`config.mk`:
```
export PLATFORM = sky130hd
export DESIGN_NAME = multicycle_controller_flat
export DESIGN_NICKNAME = d
export VERILOG_FILES = /design/src/rtl/riscv_ctrl_pkg.sv /design/src/rtl/multicycle_controller_if.sv /design/src/rtl/alu_decoder.sv /design/src/rtl/multicycle_controller.sv /design/src/flat_wrapper.sv
export SDC_FILE = /design/constraint.sdc
export NUM_CORES = 1
export LEC_CHECK = 0
export ABC_CLOCK_PERIOD_IN_PS = 1960
export CORE_ASPECT_RATIO = 1.5
export CORE_MARGIN = 4
export CORE_UTILIZATION = 48
export DETAILED_ROUTE_END_ITERATION = 8
export PLACE_DENSITY = 0.8
export REMOVE_ABC_BUFFERS = 1
export SLEW_MARGIN = 20
export SYNTH_ARGS = -nofsm -noshare
export SYNTH_HDL_FRONTEND = slang
export SYNTH_HIERARCHICAL = 1
export SYNTH_SLANG_ARGS = --single-unit
```
`constraint.sdc`:
```
create_clock -name clk -period 1.96 [get_ports clk]
set_input_delay 0.392 -clock clk [delete_from_list [all_inputs] [get_ports clk]]
set_output_delay 0.392 -clock clk [all_outputs]
set_load 0.005 [all_outputs]
```
`src/rtl/riscv_ctrl_pkg.sv`:
```
// Shared types and encodings for the multi-cycle RV32I control FSM.
package riscv_ctrl_pkg;

    // FSM state encoding
    typedef logic [3:0] state_t;
    localparam state_t StFetch    = 4'd0;
    localparam state_t StDecode   = 4'd1;
    localparam state_t StMemAdr   = 4'd2;
    localparam state_t StMemRead  = 4'd3;
    localparam state_t StMemWb    = 4'd4;
    localparam state_t StMemWrite = 4'd5;
    localparam state_t StExecR    = 4'd6;
    localparam state_t StExecI    = 4'd7;
    localparam state_t StAluWb    = 4'd8;
    localparam state_t StBranch   = 4'd9;
    localparam state_t StJal      = 4'd10;
    localparam state_t StHalt     = 4'd11;

    typedef enum logic [1:0] {
        ALU_ADD = 2'b00,
        ALU_SUB = 2'b01,
        ALU_AND = 2'b10,
        ALU_OR  = 2'b11
    } alu_ctrl_t;

    typedef enum logic [1:0] {
        ALUOP_ADD   = 2'b00,
        ALUOP_SUB   = 2'b01,
        ALUOP_FUNCT = 2'b10
    } alu_op_t;

    localparam logic [6:0] OpLoad   = 7'b0000011;
    localparam logic [6:0] OpStore  = 7'b0100011;
    localparam logic [6:0] OpRType  = 7'b0110011;
    localparam logic [6:0] OpIType  = 7'b0010011;
    localparam logic [6:0] OpBranch = 7'b1100011;
    localparam logic [6:0] OpJal    = 7'b1101111;

    localparam logic [1:0] ResAluOut  = 2'b00;
    localparam logic [1:0] ResMemData = 2'b01;
    localparam logic [1:0] ResAlu     = 2'b10;

    localparam logic [1:0] SrcAPc    = 2'b00;
    localparam logic [1:0] SrcAOldPc = 2'b01;
    localparam logic [1:0] SrcARs1   = 2'b10;

    localparam logic [1:0] SrcBRs2  = 2'b00;
    localparam logic [1:0] SrcBImm  = 2'b01;
    localparam logic [1:0] SrcBFour = 2'b10;

    localparam logic [1:0] ImmI = 2'b00;
    localparam logic [1:0] ImmS = 2'b01;
    localparam logic [1:0] ImmB = 2'b10;
    localparam logic [1:0] ImmJ = 2'b11;

    // Immediate format is a pure function of the opcode
    function automatic logic [1:0] imm_src_of(input logic [6:0] op);
        case (op)
            OpStore:  return ImmS;
            OpBranch: return ImmB;
            OpJal:    return ImmJ;
            default:  return ImmI;
        endcase
    endfunction

endpackage

```
`src/rtl/multicycle_controller_if.sv`:
```
// Control/status bundle between the controller (master) and the datapath (slave).
interface multicycle_controller_if;
    logic [6:0] op;
    logic [2:0] funct3;
    logic       funct7b5;
    logic       zero;
    logic       negative;
    logic       overflow;
    logic       mem_ready;
    logic       pc_write;
    logic       adr_src;
    logic       mem_write;
    logic       ir_write;
    logic       reg_write;
    logic [1:0] result_src;
    logic [1:0] alu_src_a;
    logic [1:0] alu_src_b;
    logic [1:0] imm_src;
    logic [1:0] alu_control;
    logic       halted;
    logic       illegal;

    modport master (
        input  op, funct3, funct7b5, zero, negative, overflow, mem_ready,
        output pc_write, adr_src, mem_write, ir_write, reg_write, result_src,
               alu_src_a, alu_src_b, imm_src, alu_control, halted, illegal
    );

    modport slave (
        output op, funct3, funct7b5, zero, negative, overflow, mem_ready,
        input  pc_write, adr_src, mem_write, ir_write, reg_write, result_src,
               alu_src_a, alu_src_b, imm_src, alu_control, halted, illegal
    );
endinterface

```
`src/rtl/alu_decoder.sv`:
```
// ALU control decode: maps the FSM's ALU request plus funct fields to a 2-bit ALU op.
module alu_decoder
    import riscv_ctrl_pkg::*;
(
    input  alu_op_t    alu_op,
    input  logic [2:0] funct3,
    input  logic       funct7b5,
    input  logic       op_b5,
    output alu_ctrl_t  alu_control,
    output logic       funct_illegal
);

    alu_ctrl_t funct_alu;

    // funct3 decode; sub only for R-type (op[5]=1) with funct7b5 set
    always_comb begin
        funct_alu     = ALU_ADD;
        funct_illegal = 1'b0;
        case (funct3)
            3'b000:  funct_alu = (op_b5 & funct7b5) ? ALU_SUB : ALU_ADD;
            3'b110:  funct_alu = ALU_OR;
            3'b111:  funct_alu = ALU_AND;
            default: funct_illegal = 1'b1;
        endcase
    end

    // Select between fixed add/sub and the funct-decoded operation
    always_comb begin
        case (alu_op)
            ALUOP_SUB:   alu_control = ALU_SUB;
            ALUOP_FUNCT: alu_control = funct_alu;
            default:     alu_control = ALU_ADD;
        endcase
    end

endmodule

```
`src/rtl/multicycle_controller.sv`:
```
// Multi-cycle RV32I control FSM (lw, sw, R/I ALU, branch, jal) with sticky halt.
// Optional macro BRANCH_EXT_EN adds bne/blt/bge on top of beq.
module multicycle_controller
    import riscv_ctrl_pkg::*;
#(
    parameter int unsigned TIMEOUT_W = 8
) (
    input logic                     clk,
    input logic                     rst,
    multicycle_controller_if.master bus
);

    // Last count value before the limit 2**TIMEOUT_W-1 is reached
    localparam logic [TIMEOUT_W-1:0] WaitLast = ~TIMEOUT_W'(1);
    localparam logic [TIMEOUT_W-1:0] WaitOne  = TIMEOUT_W'(1);

    state_t                 state_q, state_d;
    logic [TIMEOUT_W-1:0]   wait_q, wait_d;
    logic                   halted_q, halted_d;
    logic                   illegal_q, illegal_d;

    logic       pc_write, ir_write, reg_write, mem_write, adr_src, waiting;
    logic [1:0] result_src, alu_src_a, alu_src_b;
    alu_op_t    alu_op;
    alu_ctrl_t  alu_ctrl;
    logic       funct_illegal;
    logic       branch_ok, branch_taken;

    alu_decoder u_alu_decoder (
        .alu_op        (alu_op),
        .funct3        (bus.funct3),
        .funct7b5      (bus.funct7b5),
        .op_b5         (bus.op[5]),
        .alu_control   (alu_ctrl),
        .funct_illegal (funct_illegal)
    );

    // Branch legality and condition evaluation from funct3 and ALU flags
    always_comb begin
        branch_ok    = 1'b0;
        branch_taken = 1'b0;
        case (bus.funct3)
            3'b000: begin branch_ok = 1'b1; branch_taken = bus.zero; end
`ifdef BRANCH_EXT_EN
            3'b001: begin branch_ok = 1'b1; branch_taken = ~bus.zero; end
            3'b100: begin branch_ok = 1'b1; branch_taken = bus.negative ^ bus.overflow; end
            3'b101: begin branch_ok = 1'b1; branch_taken = ~(bus.negative ^ bus.overflow); end
`endif
            default: ;
        endcase
    end

`ifndef BRANCH_EXT_EN
    logic unused_flags;
    assign unused_flags = bus.negative ^ bus.overflow;
`endif

    // Next state, wait counter, sticky flags and per-state control outputs
    always_comb begin
        state_d    = state_q;
        wait_d     = '0;
        halted_d   = halted_q;
        illegal_d  = illegal_q;
        pc_write   = 1'b0;
        ir_write   = 1'b0;
        reg_write  = 1'b0;
        mem_write  = 1'b0;
        adr_src    = 1'b0;
        waiting    = 1'b0;
        result_src = ResAlu;
        alu_src_a  = SrcAPc;
        alu_src_b  = SrcBFour;
        alu_op     = ALUOP_ADD;
        case (state_q)
            StFetch: begin
                waiting = 1'b1;
                if (bus.mem_ready) begin
                    ir_write = 1'b1;
                    pc_write = 1'b1;
                    state_d  = StDecode;
                end
            end
            StDecode: begin
                alu_src_a = SrcAOldPc;
                alu_src_b = SrcBImm;
                case (bus.op)
                    OpLoad, OpStore: state_d = StMemAdr;
                    OpRType:  state_d = funct_illegal ? StHalt : StExecR;
                    OpIType:  state_d = funct_illegal ? StHalt : StExecI;
                    OpBranch: state_d = branch_ok ? StBranch : StHalt;
                    OpJal:    state_d = StJal;
                    default:  state_d = StHalt;
                endcase
                illegal_d = (state_d == StHalt);
            end
            StMemAdr: begin
                alu_src_a = SrcARs1;
                alu_src_b = SrcBImm;
                state_d   = (bus.op == OpStore) ? StMemWrite : StMemRead;
            end
            StMemRead: begin
                adr_src    = 1'b1;
                result_src = ResAluOut;
                waiting    = 1'b1;
                if (bus.mem_ready) state_d = StMemWb;
            end
            StMemWb: begin
                result_src = ResMemData;
                reg_write  = 1'b1;
                state_d    = StFetch;
            end
            StMemWrite: begin
                adr_src    = 1'b1;
                result_src = ResAluOut;
                mem_write  = 1'b1;
                waiting    = 1'b1;
                if (bus.mem_ready) state_d = StFetch;
            end
            StExecR: begin
                alu_src_a = SrcARs1;
                alu_src_b = SrcBRs2;
                alu_op    = ALUOP_FUNCT;
                state_d   = StAluWb;
            end
            StExecI: begin
                alu_src_a = SrcARs1;
                alu_src_b = SrcBImm;
                alu_op    = ALUOP_FUNCT;
                state_d   = StAluWb;
            end
            StAluWb: begin
                result_src = ResAluOut;
                reg_write  = 1'b1;
                state_d    = StFetch;
            end
            StBranch: begin
                alu_src_a  = SrcARs1;
                alu_src_b  = SrcBRs2;
                alu_op     = ALUOP_SUB;
                result_src = ResAluOut;
                pc_write   = branch_taken;
                state_d    = StFetch;
            end
            StJal: begin
                alu_src_a  = SrcAOldPc;
                alu_src_b  = SrcBFour;
                result_src = ResAluOut;
                pc_write   = 1'b1;
                state_d    = StAluWb;
            end
            StHalt: ;
            default: state_d = StHalt;
        endcase
        // A ready in the limit cycle is not a wait cycle, so it never times out
        if (waiting && !bus.mem_ready) begin
            if (wait_q == WaitLast) begin
                state_d   = StHalt;
                illegal_d = 1'b0;
            end else begin
                wait_d = wait_q + WaitOne;
            end
        end
        if (state_d == StHalt) halted_d = 1'b1;
    end

    // State, wait counter and sticky flags
    always_ff @(posedge clk or posedge rst) begin
        if (rst) begin
            state_q   <= StFetch;
            wait_q    <= '0;
            halted_q  <= 1'b0;
            illegal_q <= 1'b0;
        end else begin
            state_q   <= state_d;
            wait_q    <= wait_d;
            halted_q  <= halted_d;
            illegal_q <= illegal_d;
        end
    end

    // Strobes are gated by rst so an access drops the instant reset rises
    assign bus.pc_write    = pc_write & ~rst;
    assign bus.ir_write    = ir_write & ~rst;
    assign bus.reg_write   = reg_write & ~rst;
    assign bus.mem_write   = mem_write & ~rst;
    assign bus.adr_src     = adr_src;
    assign bus.result_src  = result_src;
    assign bus.alu_src_a   = alu_src_a;
    assign bus.alu_src_b   = alu_src_b;
    assign bus.alu_control = alu_ctrl;
    assign bus.imm_src     = imm_src_of(bus.op);
    assign bus.halted      = halted_q;
    assign bus.illegal     = illegal_q;

endmodule
```
`src/flat_wrapper.sv`:
```
// flat-port wrapper written by rule: the top's interface ports become plain ports
module multicycle_controller_flat import riscv_ctrl_pkg::*;
#(
    parameter int unsigned TIMEOUT_W = 8
)
  (clk, rst, bus_op, bus_funct3, bus_funct7b5, bus_zero, bus_negative, bus_overflow, bus_mem_ready, bus_pc_write, bus_adr_src, bus_mem_write, bus_ir_write, bus_reg_write, bus_result_src, bus_alu_src_a, bus_alu_src_b, bus_imm_src, bus_alu_control, bus_halted, bus_illegal);
  multicycle_controller_if bus_i ();
  input logic clk;
  input logic rst;
  input wire logic [$bits(bus_i.op)-1:0] bus_op;
  input wire logic [$bits(bus_i.funct3)-1:0] bus_funct3;
  input wire logic [$bits(bus_i.funct7b5)-1:0] bus_funct7b5;
  input wire logic [$bits(bus_i.zero)-1:0] bus_zero;
  input wire logic [$bits(bus_i.negative)-1:0] bus_negative;
  input wire logic [$bits(bus_i.overflow)-1:0] bus_overflow;
  input wire logic [$bits(bus_i.mem_ready)-1:0] bus_mem_ready;
  output wire logic [$bits(bus_i.pc_write)-1:0] bus_pc_write;
  output wire logic [$bits(bus_i.adr_src)-1:0] bus_adr_src;
  output wire logic [$bits(bus_i.mem_write)-1:0] bus_mem_write;
  output wire logic [$bits(bus_i.ir_write)-1:0] bus_ir_write;
  output wire logic [$bits(bus_i.reg_write)-1:0] bus_reg_write;
  output wire logic [$bits(bus_i.result_src)-1:0] bus_result_src;
  output wire logic [$bits(bus_i.alu_src_a)-1:0] bus_alu_src_a;
  output wire logic [$bits(bus_i.alu_src_b)-1:0] bus_alu_src_b;
  output wire logic [$bits(bus_i.imm_src)-1:0] bus_imm_src;
  output wire logic [$bits(bus_i.alu_control)-1:0] bus_alu_control;
  output wire logic [$bits(bus_i.halted)-1:0] bus_halted;
  output wire logic [$bits(bus_i.illegal)-1:0] bus_illegal;
  assign bus_i.op = bus_op;
  assign bus_i.funct3 = bus_funct3;
  assign bus_i.funct7b5 = bus_funct7b5;
  assign bus_i.zero = bus_zero;
  assign bus_i.negative = bus_negative;
  assign bus_i.overflow = bus_overflow;
  assign bus_i.mem_ready = bus_mem_ready;
  assign bus_pc_write = bus_i.pc_write;
  assign bus_adr_src = bus_i.adr_src;
  assign bus_mem_write = bus_i.mem_write;
  assign bus_ir_write = bus_i.ir_write;
  assign bus_reg_write = bus_i.reg_write;
  assign bus_result_src = bus_i.result_src;
  assign bus_alu_src_a = bus_i.alu_src_a;
  assign bus_alu_src_b = bus_i.alu_src_b;
  assign bus_imm_src = bus_i.imm_src;
  assign bus_alu_control = bus_i.alu_control;
  assign bus_halted = bus_i.halted;
  assign bus_illegal = bus_i.illegal;
  multicycle_controller #(.TIMEOUT_W(TIMEOUT_W)) u_core (.clk(clk), .rst(rst), .bus(bus_i));
endmodule
```
Word level (Yosys, flattened, before mapping):

Cells that the tools add are included.

* add/subtract/negate cells: 1
* multiply operators: 0
* divide/modulo/power cells: 0
* magnitude comparators: 0
* equality and inequality tests: 24
* shifts and indexed selects: 0
* multiplexer cells: 34
* bitwise gates (word level): 6
* reduce and logical (&&, ||, !) cells: 17

Operator list (number)
* 4-bit 2-to-1 mux: 8
* 4-bit case mux with 8 select lines: 1
* 4-bit == test, second input constant: 6
* 2-bit case mux with 2 select lines: 5
* 4-bit case mux with 5 select lines: 1
* 4-bit by 3-bit == test with 1-bit output, second input constant: 4
* 8-bit 2-to-1 mux: 2
* 3-bit OR reduction: 5
* 7-bit by 6-bit == test with 1-bit output, second input constant: 2
* 7-bit == test, second input constant: 2
* 1-bit 2-to-1 mux: 12
* 2-bit case mux with 3 select lines: 2
* 2-bit OR reduction: 6
* 8-bit by 1-bit adder with 8-bit output, second input constant: 1
* 4-bit by 2-bit == test with 1-bit output, second input constant: 2
* 8-bit == test, second input constant: 1
* 7-bit by 2-bit == test with 1-bit output, second input constant: 1
* 7-bit by 5-bit == test with 1-bit output, second input constant: 1
* 3-bit == test, second input constant: 2
* 1-bit AND: 5
* 5-bit OR reduction: 1
* 4-bit by 1-bit == test with 1-bit output, second input constant: 1
* 4-bit logical NOT: 1
* 4-bit OR reduction: 1
* other kinds (9): 9

* register bits after elaboration: 14
* bits in latches: 0
* RAM bits: 0
* memory bits (read-only): 0
* input port bits: 17
* logic and storage cells: 86
* memories kept: 0

Longest topological paths before layout:

Gate-level depths: netlist (run 1).

* depth after elaboration: 9
* depth in mapped cells: 8
* mapped depth without buffers: 6

Cells and area by module:

The synthesis (run 1) kept the hierarchy.

Modules (own cells, without submodules)
* multicycle_controller: instances 1, cells each 132, area each 1128.6 um^2, sequential area each 350.3 um^2
* alu_decoder: instances 1, cells each 12, area each 93.8 um^2, sequential area each 0.0 um^2

Worst setup path after synthesis (run 1):

Ideal clock, no wire load.

* kind: register to output
* start: register u_core.state_q[1]
* end: output port bus_alu_control[1]
* data arrival time: 1450 ps
* data required time: 1568 ps
* setup slack: 118 ps
* stages on the path, launching flop included: 7
* cells stage by stage: dfrtp_1 > buf_6 > nand2b_1 > nor2_1 > inv_1 > ha_1 > and4b_1

* cells in the longest elaborated chain, start to end: 5
* elaborated cells on any way between the ends: 8

Ends and longest elaborated chain
* start: declaration: RTL line multicycle_controller.sv:17 `state_t state_q, state_d;`
* start signal: assignment: RTL line multicycle_controller.sv:169 `state_q <= StFetch;`
* start signal: assignment: RTL line multicycle_controller.sv:174 `state_q <= state_d;`
* 4-bit by 3-bit == test with 1-bit output: RTL line multicycle_controller.sv:74 `case (state_q)`
* 2-bit OR reduction (no source line)
* 2-bit case mux with 2 select lines (*): RTL line multicycle_controller.sv:74
* named net u_core.alu_op[0]: RTL line multicycle_controller.sv:24 `alu_op_t alu_op;`
* 2-bit == test / 2-bit by 1-bit == test with 1-bit output (equally long branches): RTL line alu_decoder.sv:29 `case (alu_op)`
* 2-bit case mux with 2 select lines (*): RTL line alu_decoder.sv:29
* end: declaration: RTL line flat_wrapper.sv:26 `output wire logic [$bits(bus_i.alu_control)-1:0] bus_alu_control;`

Mark *: on every way through the listed nets, which the timed path passes. The rest lies on a longest branch.

Worst setup path after layout (run 1):

Ends and elaborated chain as after synthesis.

==> out/results.ini, run 1 <==
[synth]
synth.area.mux_share_pct = 1.64
seq_area_frac_synth_pct = 28.7
syn-instance-count = 144
synth-compound-area-share_pct = 17.7
synth_adder_area_share_pct = 4.09
ys_warn_count = 6
syn-cell-area_mm2 = 0.00122
ys.flop_type = dfrtp_1
ys_ff_latch = 14
synth_top_area_share_pct = 28.7
ys_types = 46
avgSynthCellArea_um2 = 8.49
synth_xor_area_share_pct = 5.02
synthTopCellsByArea = dfrtp_1 29%, a21oi_1 4.1%, ha_1 4.1%
synth_top_area_cell = dfrtp_1
synth-edff-count = 0
synth_top_family_by_area = simple AND/OR/NAND/NOR gates
async_flop_share_pct = 100
synthSimpleGateAreaFrac_pct = 35.8

[sta]
rsz0062_at_grt = yes
tightest_slew_ns = 0.523
relSlewSlack_pct = 65.1
worst_clock_skew_ns = 0.000704
finalWorstSetupSlack_ns = -0.144
final-max-slew-violation-count = 0
fin_crit_sh_pct = 107
setup_tns_ns = -0.391
hold_viol = 0
fmax_mhz = 475
fin_crit_ns = 2.10
setup_viol_count_final = 4

[clock_tree]
clock_latency_ns = 0.28
cts_sinks = 14
ctsHoldBuffers = 0
cts_root_buffer = clkbuf_4
path_clk_slew_ns = 0.08
h-tree-depth = 1
clock_path_buffers = 2
numCtsBuffers = 3
cts_tree = built

[worst_setup_path]
arrival_ns = 1.71
startpoint_type = flip-flop
r2r_cells = 6
r2r-end = u_core/wait_q[6]
crit_path_end = bus_alu_control[1]
critPathBufInv = 2
worstSetupStartpoint = u_core/state_q[1]
crit_chain = nand2b_4 -> nor2_4 -> inv_2 -> ha_4 -> and4b_1 -> clkbuf_2
critical_path_class = flip-flop to primary output
slowest_delay_ns = 0.42
end_kind = primary output
worstPathMaxFanout = 3
cp_slowest_cell = dfrtp_1
crit_cells = 6
critPathTopFamily = simple AND/OR/NAND/NOR gates
worst_ep_required_time_ns = 1.57
reg2reg_from = u_core/state_q[1]
regToRegSetupSlack_ns = 0.10

[power_and_ir_drop]
powerDensity_mw_per_mm2 = 283
p_leak_uw = 0.000984
vdd_drop_max_mv = 0.356
total_power_uw = 587

[global_route]
grt_first_pass_wirelength_um = 6910
grt_antenna_before_repair = 0
track_usage_pct = 25.3
grt-ovfl-total = 0
grt_max_degree = 17
grt_pass1_vias = 1529

[run_status]
violations = setup timing
status = finished with violations

[floorplanning]
initial_utilization_pct = 49.9
die_x_um = 49.2
num_rows = 22
core_mm2 = 0.00245
io_pins = 34
dieArea_mm2 = 0.00343
fp.dieH_um = 69.8

[drt]
vias = 1492
vias_per_cell = 6.17
ant_nets = 0
avgRoutedWirePerCell_um = 20.1
drcViolationCount = 0
totalWireLength_um = 4870
drtIter0Drc = 62
dr.pass1.iters = 4

[placement]
routabilityCongestion = 0.812
hpwl_um = 2640
portBuffers = 31

[cells_and_area]
layout_commonest_cell = buf_4
drive_above_1_share_pct = 47.2
final_cell_mix = 39 x buf_4, 13 x dfrtp_1, 9 x nor2_2, 8 x clkdlybuf4s50_1, 8 x a21oi_1
diodes = 0
nFillCells = 133
multi_input_area_um2 = 937
fin_nets = 240
area_growth_pct = 69.5
seq_area_um2 = 352

[worst_hold_path]
hold_path_depth = 2
holdCritPathClass = flip-flop to flip-flop

[job]
drv_cap = 0

==> repair_timing <==
item,CTS,global route
pin swaps,8,9
gates cloned,0,1
gates resized for setup,60,38
setup buffers,6,10
endpoints found under the setup margin,15,13
==> cells in the mapped netlist (2+ instances only) <==
cell type and count:
dfrtp_1 14, a21oi_1 10, nor2_1 9, nor3_1 9, inv_1 8, nand2b_1 7
nor2_2 7, clkbuf_1 6, nand2_1 6, nand3_1 6, xor2_1 5, and2_1 4
ha_1 4, and4_1 3, buf_6 3, o21ai_0 3, and3_1 2, and4b_1 2
mux2i_1 2, nand4_1 2, nor2b_1 2, nor4_1 2, o2111ai_1 2, o211ai_1 2
o22a_1 2, xnor2_1 2
==> cells by family after synthesis <==
logic type | Yosys count
flops | 14
xor+xnor | 7
buf+inv | 17
fa+ha+maj | 4
simple gates | 71
compound gates | 29
mux | 2
==> final cells by class <==
class,count,share of cell area [%]
clock buffer,4,1.75
inverter,8,1.45
multi-input combinational,113,45.2
sequential,14,17.0
tap,24,1.45
timing repair buffer,79,33.2
==> report_power, final <==
group          internal (uW)  switching (uW)  total (uW)
clock network            113            88.1         201
registers                288               0         288
logic                   52.1            45.3        97.4
total                    454             133         587
==> registers in the layout (all words and copies together), names as in the netlist <==
signal	flops
u_core/wait_q	8
u_core/bus.illegal	1
u_core/state_q	4
u_core/bus.halted	1
==> worst min path at each step <==
stage,endpoint,slack (ns),startpoint
after global placement,u_core/bus.halted,0.47,u_core/bus.halted
final,u_core/bus.halted,0.52,u_core/bus.halted
after detailed placement,u_core/bus.halted,0.50,u_core/bus.halted
after global routing,u_core/bus.halted,0.56,u_core/bus.halted
after CTS,u_core/bus.halted,0.52,u_core/bus.halted
after floorplan,u_core/bus.halted,0.28,rst
==> worst reg2reg max path: stages, from the launching register on <==
cell	delay (ns)
dfrtp_1	0.42
buf_6	0.15
buf_12	0.13
or4_4	0.54
o22ai_4	0.19
nand2b_2	0.20
nor2_2	0.15
==> layer usage <==
layer	vias to the layer above	wire length [um]	part of all wire [%]	GRT usage [%]
li1	671	-	-	-
met1	721	1740	36	26.7
met2	75	2610	54	46.6
met3	25	274	5.6	4.09
met4	0	245	5.0	13.0
met5	-	0	0	0
==> metrics by stage <==
stage / utilization [%] / hold slack (ns) / setup slack (ns) / instances / instance area (um^2)
finish: 84.6 / 0.517 / -0.144 / 242 / 2070
global route: 84.6 / 0.561 / -0.199 / 242 / 2070
CTS: 78.5 / 0.519 / -0.222 / 231 / 1920
detailed placement: 71.0 / 0.501 / -0.480 / 221 / 1740
global placement: 71.0 / 0.472 / -0.413 / 221 / 1740
floorplan: - / 0.281 / -0.0163 / 135 / 1170
Note: power is estimated with default switching activity, not from simulation.
==> run 2: changes to the inputs <==
--- a/config.mk
+++ b/config.mk
@@ -5,12 +5,12 @@
 export SDC_FILE = /design/constraint.sdc
 export NUM_CORES = 1
 export LEC_CHECK = 0
-export ABC_CLOCK_PERIOD_IN_PS = 1960
+export ABC_CLOCK_PERIOD_IN_PS = 1930
 export CORE_ASPECT_RATIO = 1.5
 export CORE_MARGIN = 4
-export CORE_UTILIZATION = 48
+export CORE_UTILIZATION = 43
 export DETAILED_ROUTE_END_ITERATION = 8
-export PLACE_DENSITY = 0.8
+export PLACE_DENSITY = 0.76
 export REMOVE_ABC_BUFFERS = 1
 export SLEW_MARGIN = 20
 export SYNTH_ARGS = -nofsm -noshare
==> constraint.sdc (replaced) <==
create_clock -name clk -period 1.93 [get_ports clk]
set_input_delay 0.386 -clock clk [delete_from_list [all_inputs] [get_ports clk]]
set_output_delay 0.386 -clock clk [all_outputs]
set_load 0.005 [all_outputs]
==> out/results.ini, run 2 (synthesized netlist as in run 1, its figures left out) <==
[floorplanning]
initial_utilization_pct = 45.2  ; -4.7 points
core_mm2 = 0.00271  ; +10%
dieArea_mm2 = 0.00378  ; +10%
io_pins = 34  ; unchanged
die_x_um = 51.5  ; +4.7%
fp.dieH_um = 73.3  ; +5.0%
num_rows = 23  ; +4.5%

[drt]
vias_per_cell = 5.89  ; -4.4%
drtIter0Drc = 47  ; -24%
dr.pass1.iters = 4  ; unchanged
drcViolationCount = 0  ; unchanged
ant_nets = 0  ; unchanged
totalWireLength_um = 5240  ; +7.6%
avgRoutedWirePerCell_um = 20.1  ; -0.23%
vias = 1538  ; +3.1%

[placement]
routabilityCongestion = 0.863  ; +6.3%
dp_slack_ns = -0.464  ; +0.0154 ns
hpwl_um = 2760  ; +4.4%
portBuffers = 31  ; unchanged

[run_status]
violations = setup timing
status = finished with violations

[cells_and_area]
area_growth_pct = 80.3
seq_area_um2 = 352  ; unchanged
diodes = 0  ; unchanged
fin_nets = 246  ; +2.5%
fin_util_pct = 81.5  ; -3.1 points
layout_commonest_cell = buf_4
multi_input_area_um2 = 993  ; +6.0%
top_register = u_core/wait_q
drive_above_1_share_pct = 51.3  ; +4.1 points
largest_reg_flops = 8  ; unchanged
final_cell_mix = 40 x buf_4, 13 x buf_6, 13 x dfrtp_1, 12 x clkdlybuf4s50_1, 8 x a21oi_1
top_regs = u_core/wait_q: 8 flops, u_core/state_q: 4 flops
nFillCells = 168  ; +26%

[sta]
fmax_mhz = 483
rsz0062_at_grt = yes
relSlewSlack_pct = 62.7  ; -2.3 points
finalWorstSetupSlack_ns = -0.140  ; +0.00383 ns
worst_clock_skew_ns = 0.00556  ; +0.00485 ns
tightest_slew_ns = 0.558  ; +0.0351 ns
fin_crit_ns = 2.07
fin_crit_sh_pct = 107
hold_viol = 0  ; unchanged
final-max-slew-violation-count = 0  ; unchanged
setup_viol_count_final = 15  ; +11

[power_and_ir_drop]
p_sw_share_pct = 22.4  ; -0.30 points
power_frac_clock_pct = 42.2  ; +7.9 points
p_leak_uw = 0.00100  ; +2.0%
powerDensity_mw_per_mm2 = 308  ; +8.7%
p_int_uw = 527  ; +16%
total_power_uw = 679  ; +16%
comb_power_share_pct = 14.6  ; -2.0 points
power.net_switching_uw = 152  ; +14%
p_seq_share_pct = 43.2  ; -5.9 points
vdd_drop_max_mv = 0.474  ; +33%

[global_route]
grt_first_pass_wirelength_um = 7190  ; +4.0%
track_usage_pct = 25.3  ; -0.028 points
grt_max_degree = 15  ; -2
grt-ovfl-total = 0  ; unchanged
grt_pass1_vias = 1577  ; +3.1%
grt_antenna_before_repair = 0  ; unchanged

[clock_tree]
numCtsBuffers = 3  ; unchanged
cts_tree = built
clock_path_buffers = 2  ; unchanged
cts_root_buffer = clkbuf_8
path_clk_slew_ns = 0.06  ; -0.02 ns
h-tree-depth = 1  ; unchanged
clock_latency_ns = 0.25  ; -0.03 ns
cts_sinks = 14  ; unchanged
ctsHoldBuffers = 0  ; unchanged

[worst_setup_path]
worstPathMaxFanout = 3  ; unchanged
worstSetupStartpoint = u_core/state_q[3]
arrival_ns = 1.68  ; -0.03 ns
worst_ep_required_time_ns = 1.54  ; -0.03 ns
reg2reg_from = u_core/state_q[2]
startpoint_type = flip-flop
critical_path_class = flip-flop to primary output
end_kind = primary output

[job]
drv_cap = 0  ; unchanged

[worst_hold_path]
hold_path_startpoint = u_core/bus.halted
holdCritPathClass = flip-flop to flip-flop

## run 2: cell count changes in the layout (fill, tap and decap cells not counted), moves of 2 or more
cell | previous run | this run
clkbuf_2 | 5 | 2
nor2_4 | 3 | 7
buf_6 | 5 | 13
nor2_2 | 9 | 6
clkbuf_8 | 1 | 4
clkdlybuf4s50_1 | 8 | 12
nand2b_4 | 5 | 7
dlymetal6s2s_1 | 4 | 0
clkbuf_4 | 3 | 0
## run 2: final cells by class
type,instances,area share [%]
Clock buffer,4,2.50
Inverter,8,1.36
Multi-Input combinational cell,113,45.1
Sequential cell,14,15.9
Tap cell,37,2.10
Timing Repair Buffer,85,33.0
## run 2: through the flow
step | hold WS (ns) | cell area [um^2] | std cells | TNS (ns)
floorplan | 0.275 | 1170 | 135 | -0.0403
global placement | 0.478 | 1740 | 232 | -3.10
detailed placement | 0.505 | 1740 | 232 | -3.47
CTS | 0.519 | 2030 | 253 | -0.332
global route | 0.523 | 2200 | 261 | -1.89
finish | 0.493 | 2200 | 261 | -0.672
## run 2: timing repair
| action | in CTS | in global routing |
|---|---|---|
| gates resized for setup | 65 | 42 |
| buffers inserted | 16 | 8 |
| endpoints found under the setup margin | 15 | 20 |
| hold endpoints to repair | 0 | 0 |
| gates cloned | 1 | 0 |
| pin swaps | 9 | 20 |
## run 2: final timing paths
| path | endpoint | slack, ns | depth (start not counted) |
|---|---|---|---|
| setup / recovery | bus_alu_control[0] | -0.14 | 7 |
| hold / removal | u_core/bus.halted | 0.49 | 2 |
| setup reg to reg | u_core/state_q[0] | -0.10 | 8 |
| hold reg to reg | u_core/bus.halted | 0.49 | 2 |
| max in group asynchronous | u_core/state_q[3] | 0.75 | 3 |
| min in group asynchronous | u_core/bus.halted | 0.78 | 3 |
## run 2: layer usage
metal / vias up / share of wire (%) / track usage (%)
met4: 0 / 5.2 / 15.5
met3: 32 / 5.2 / 3.65
met1: 749 / 34 / 25.0
met5: - / 0 / 0
met2: 75 / 55 / 47.9
li1: 682 / - / -
## run 2: power groups by stage
stage | clock, uW | combinational (uW) | sequential, uW
2_1_floorplan | 0 | 20.5 | 299
3_5_place_dp | 0 | 87.3 | 299
6_report | 286 | 98.9 | 294
5_1_grt | 308 | 105 | 293
3_3_place_gp | 0 | 85.5 | 299
4_1_cts | 295 | 88.0 | 294
## run 2: worst max-delay path: stages, from the launching register on
cell      delay, ns
dfrtp_2        0.44
nand2b_4       0.16
buf_6          0.11
nor2_4         0.15
ha_4           0.17
nand2b_4       0.05
a221oi_2       0.21
buf_2          0.15
==> run 3: changes to the inputs <==
--- a/config.mk
+++ b/config.mk
@@ -6,10 +6,12 @@
 export NUM_CORES = 1
 export LEC_CHECK = 0
 export ABC_CLOCK_PERIOD_IN_PS = 1930
+export CAP_MARGIN = 5
 export CORE_ASPECT_RATIO = 1.5
 export CORE_MARGIN = 4
 export CORE_UTILIZATION = 43
 export DETAILED_ROUTE_END_ITERATION = 8
+export GPL_TIMING_DRIVEN = 0
 export PLACE_DENSITY = 0.76
 export REMOVE_ABC_BUFFERS = 1
 export SLEW_MARGIN = 20
==> out/results.ini, run 3 (synthesized netlist as in run 1, its figures left out) <==
[run_status]
status = finished with violations
violations = setup timing

[clock_tree]
clock_latency_ns = 0.24  ; about the same
cts_tree = built
h-tree-depth = 1  ; unchanged
cts_root_buffer = clkbuf_8
cts_sinks = 14  ; unchanged
clock_path_buffers = 2  ; unchanged
numCtsBuffers = 3  ; unchanged
path_clk_slew_ns = 0.05  ; about the same

[floorplanning]
core_mm2 = 0.00271  ; unchanged
initial_utilization_pct = 45.2  ; unchanged
die_x_um = 51.5  ; unchanged
num_rows = 23  ; unchanged
fp.dieH_um = 73.3  ; unchanged
io_pins = 34  ; unchanged
dieArea_mm2 = 0.00378  ; unchanged

[placement]
hpwl_um = 2340  ; -15%
routabilityCongestion = 0.797  ; -7.6%
place_area_mm2 = 0.00152  ; -13%
dp_slack_ns = -0.775  ; -0.311 ns
portBuffers = 31  ; unchanged

[worst_setup_path]
slowest_delay_ns = 0.45  ; about the same
end_kind = primary output
startpoint_type = flip-flop
worstPathMaxFanout = 3  ; unchanged
worst_ep_required_time_ns = 1.54  ; about the same
cp_slowest_cell = dfrtp_2
arrival_ns = 1.64  ; -0.04 ns
critPathBufInv = 1  ; -1
critPathTopFamily = flip-flops
crit_chain = nand2b_4 -> nor2_4 -> ha_2 -> a21oi_2 -> a221oi_2 -> buf_2
critical_path_class = flip-flop to primary output

[sta]
relSlewSlack_pct = 65.1  ; +2.3 points
whs_ns = 0.498  ; +0.00514 ns
final-max-slew-violation-count = 0  ; unchanged
finalWorstSetupSlack_ns = -0.100  ; +0.0402 ns
fin_crit_sh_pct = 105  ; -2.1 points
rsz0062_at_grt = yes
fmax_mhz = 493  ; +2.0%
setup_tns_ns = -0.415  ; +0.256 ns
worst_clock_skew_ns = 0.00383  ; -0.00173 ns
fin_crit_ns = 2.03  ; -0.0402 ns
tightest_slew_ns = 0.523  ; -0.0351 ns
hold_viol = 0  ; unchanged
setup_viol_count_final = 5  ; -10

[power_and_ir_drop]
vdd_drop_max_mv = 0.330  ; -30%
p_int_uw = 466  ; -11%
comb_power_share_pct = 12.2  ; -2.4 points
power.net_switching_uw = 129  ; -15%
p_seq_share_pct = 49.4  ; +6.2 points
powerDensity_mw_per_mm2 = 305  ; -0.86%
power_frac_clock_pct = 38.5  ; -3.7 points
p_sw_share_pct = 21.6  ; -0.79 points
p_leak_uw = 0.000868  ; -13%

[drt]
drcViolationCount = 0  ; unchanged
ant_nets = 0  ; unchanged
drtIter0Drc = 26  ; -45%
vias = 1360  ; -12%
avgRoutedWirePerCell_um = 17.3  ; -14%
dr.pass1.iters = 4  ; unchanged
vias_per_cell = 5.84  ; -0.95%
totalWireLength_um = 4030  ; -23%

[cells_and_area]
fin_nets = 219  ; -11%
layout_commonest_cell = buf_4
final_cell_mix = 19 x buf_4, 17 x dlygate4sd2_1, 10 x dfrtp_1, 8 x a21oi_1
drive_above_1_share_pct = 40.3  ; -11 points
fin_area_mm2 = 0.00195  ; -12%
area_growth_pct = 59.5
largest_reg_flops = 8  ; unchanged
top_regs = u_core/wait_q: 8 flops, u_core/state_q: 4 flops
nFillCells = 219  ; +30%
diodes = 0  ; unchanged
top_register = u_core/wait_q

[global_route]
grt_first_pass_wirelength_um = 6380  ; -11%
grt-ovfl-total = 0  ; unchanged
track_usage_pct = 22.1  ; -3.2 points
grt_max_degree = 15  ; unchanged
grt_pass1_vias = 1492  ; -5.4%
grt_antenna_before_repair = 0  ; unchanged

[worst_hold_path]
holdCritPathClass = flip-flop to flip-flop

[job]
drv_cap = 0  ; unchanged

-- run 3: cell count changes in the layout (fill, tap and decap cells not counted), sizes merged --
cell and delta:
buf -33, dlygate4sd2 +10, clkdlybuf4s50 -7, bufbuf +1
clkdlybuf4s15 +1
-- run 3: metal layers --
metal / GRT usage [%] / vias up / part of all wire, %
met5: 0 / - / 0
met3: 2.03 / 21 / 4.3
met1: 21.5 / 658 / 35
met2: 41.9 / 53 / 57
met4: 15.5 / 0 / 4.4
li1: - / 628 / -
-- run 3: path summary, 6_finish.rpt --
kind | slack [ns] | from | endpoint | depth (start not counted)
min in group asynchronous | 0.66 | rst | u_core/wait_q[6] | 2
worst min-delay path | 0.50 | u_core/bus.halted | u_core/bus.halted | 2
max in group asynchronous | 0.89 | rst | u_core/state_q[1] | 2
worst min register to register | 0.50 | u_core/bus.halted | u_core/bus.halted | 2
worst max register to register | 0.03 | u_core/state_q[1] | u_core/wait_q[5] | 6
worst max-delay path | -0.10 | u_core/state_q[1] | bus_alu_control[0] | 6
-- run 3: per-stage QoR --
stage                     power [uW]  instances  utilization (%)
after CTS                        601        230             69.4
after floorplan                  319        135                -
after detailed placement         364        203             56.3
after global routing             621        233             72.1
final                            595        233             72.1
after global placement           363        203             56.3
-- run 3: power groups by stage --
stage | Clock (uW) | Combinational, uW | Sequential, uW
floorplan | 0 | 20.5 | 299
global placement | 0 | 64.1 | 299
detailed placement | 0 | 65.0 | 299
CTS | 239 | 67.8 | 294
global route | 249 | 78.5 | 294
finish | 229 | 72.3 | 294
-- run 3: layout make-up --
cell class                 count  area [um^2]  area share, %
multi-input combinational    113          947           48.6
timing repair buffer          58          527           27.0
sequential                    14          355           18.2
tap                           37         46.3           2.37
clock buffer                   3         41.3           2.12
inverter                       8         32.5           1.67
-- run 3: timing repair --
| action | in CTS | in global routing |
|---|---|---|
| cloned | 1 | 0 |
| hold buffers | 0 | 0 |
| gates resized for setup | 76 | 22 |
| buffers inserted | 23 | 3 |
| endpoints found under the setup margin | 15 | 17 |
| pin swaps | 11 | 5 |
-- run 3: worst reg2reg max path: cells and delay by family (launching register included) --
family                 cells  cell delay (ns)
flip-flops                 1             0.45
AO/OA/AOI/OAI              1             0.26
buffers and inverters      2             0.28
AND/OR/NAND/NOR            3             0.85
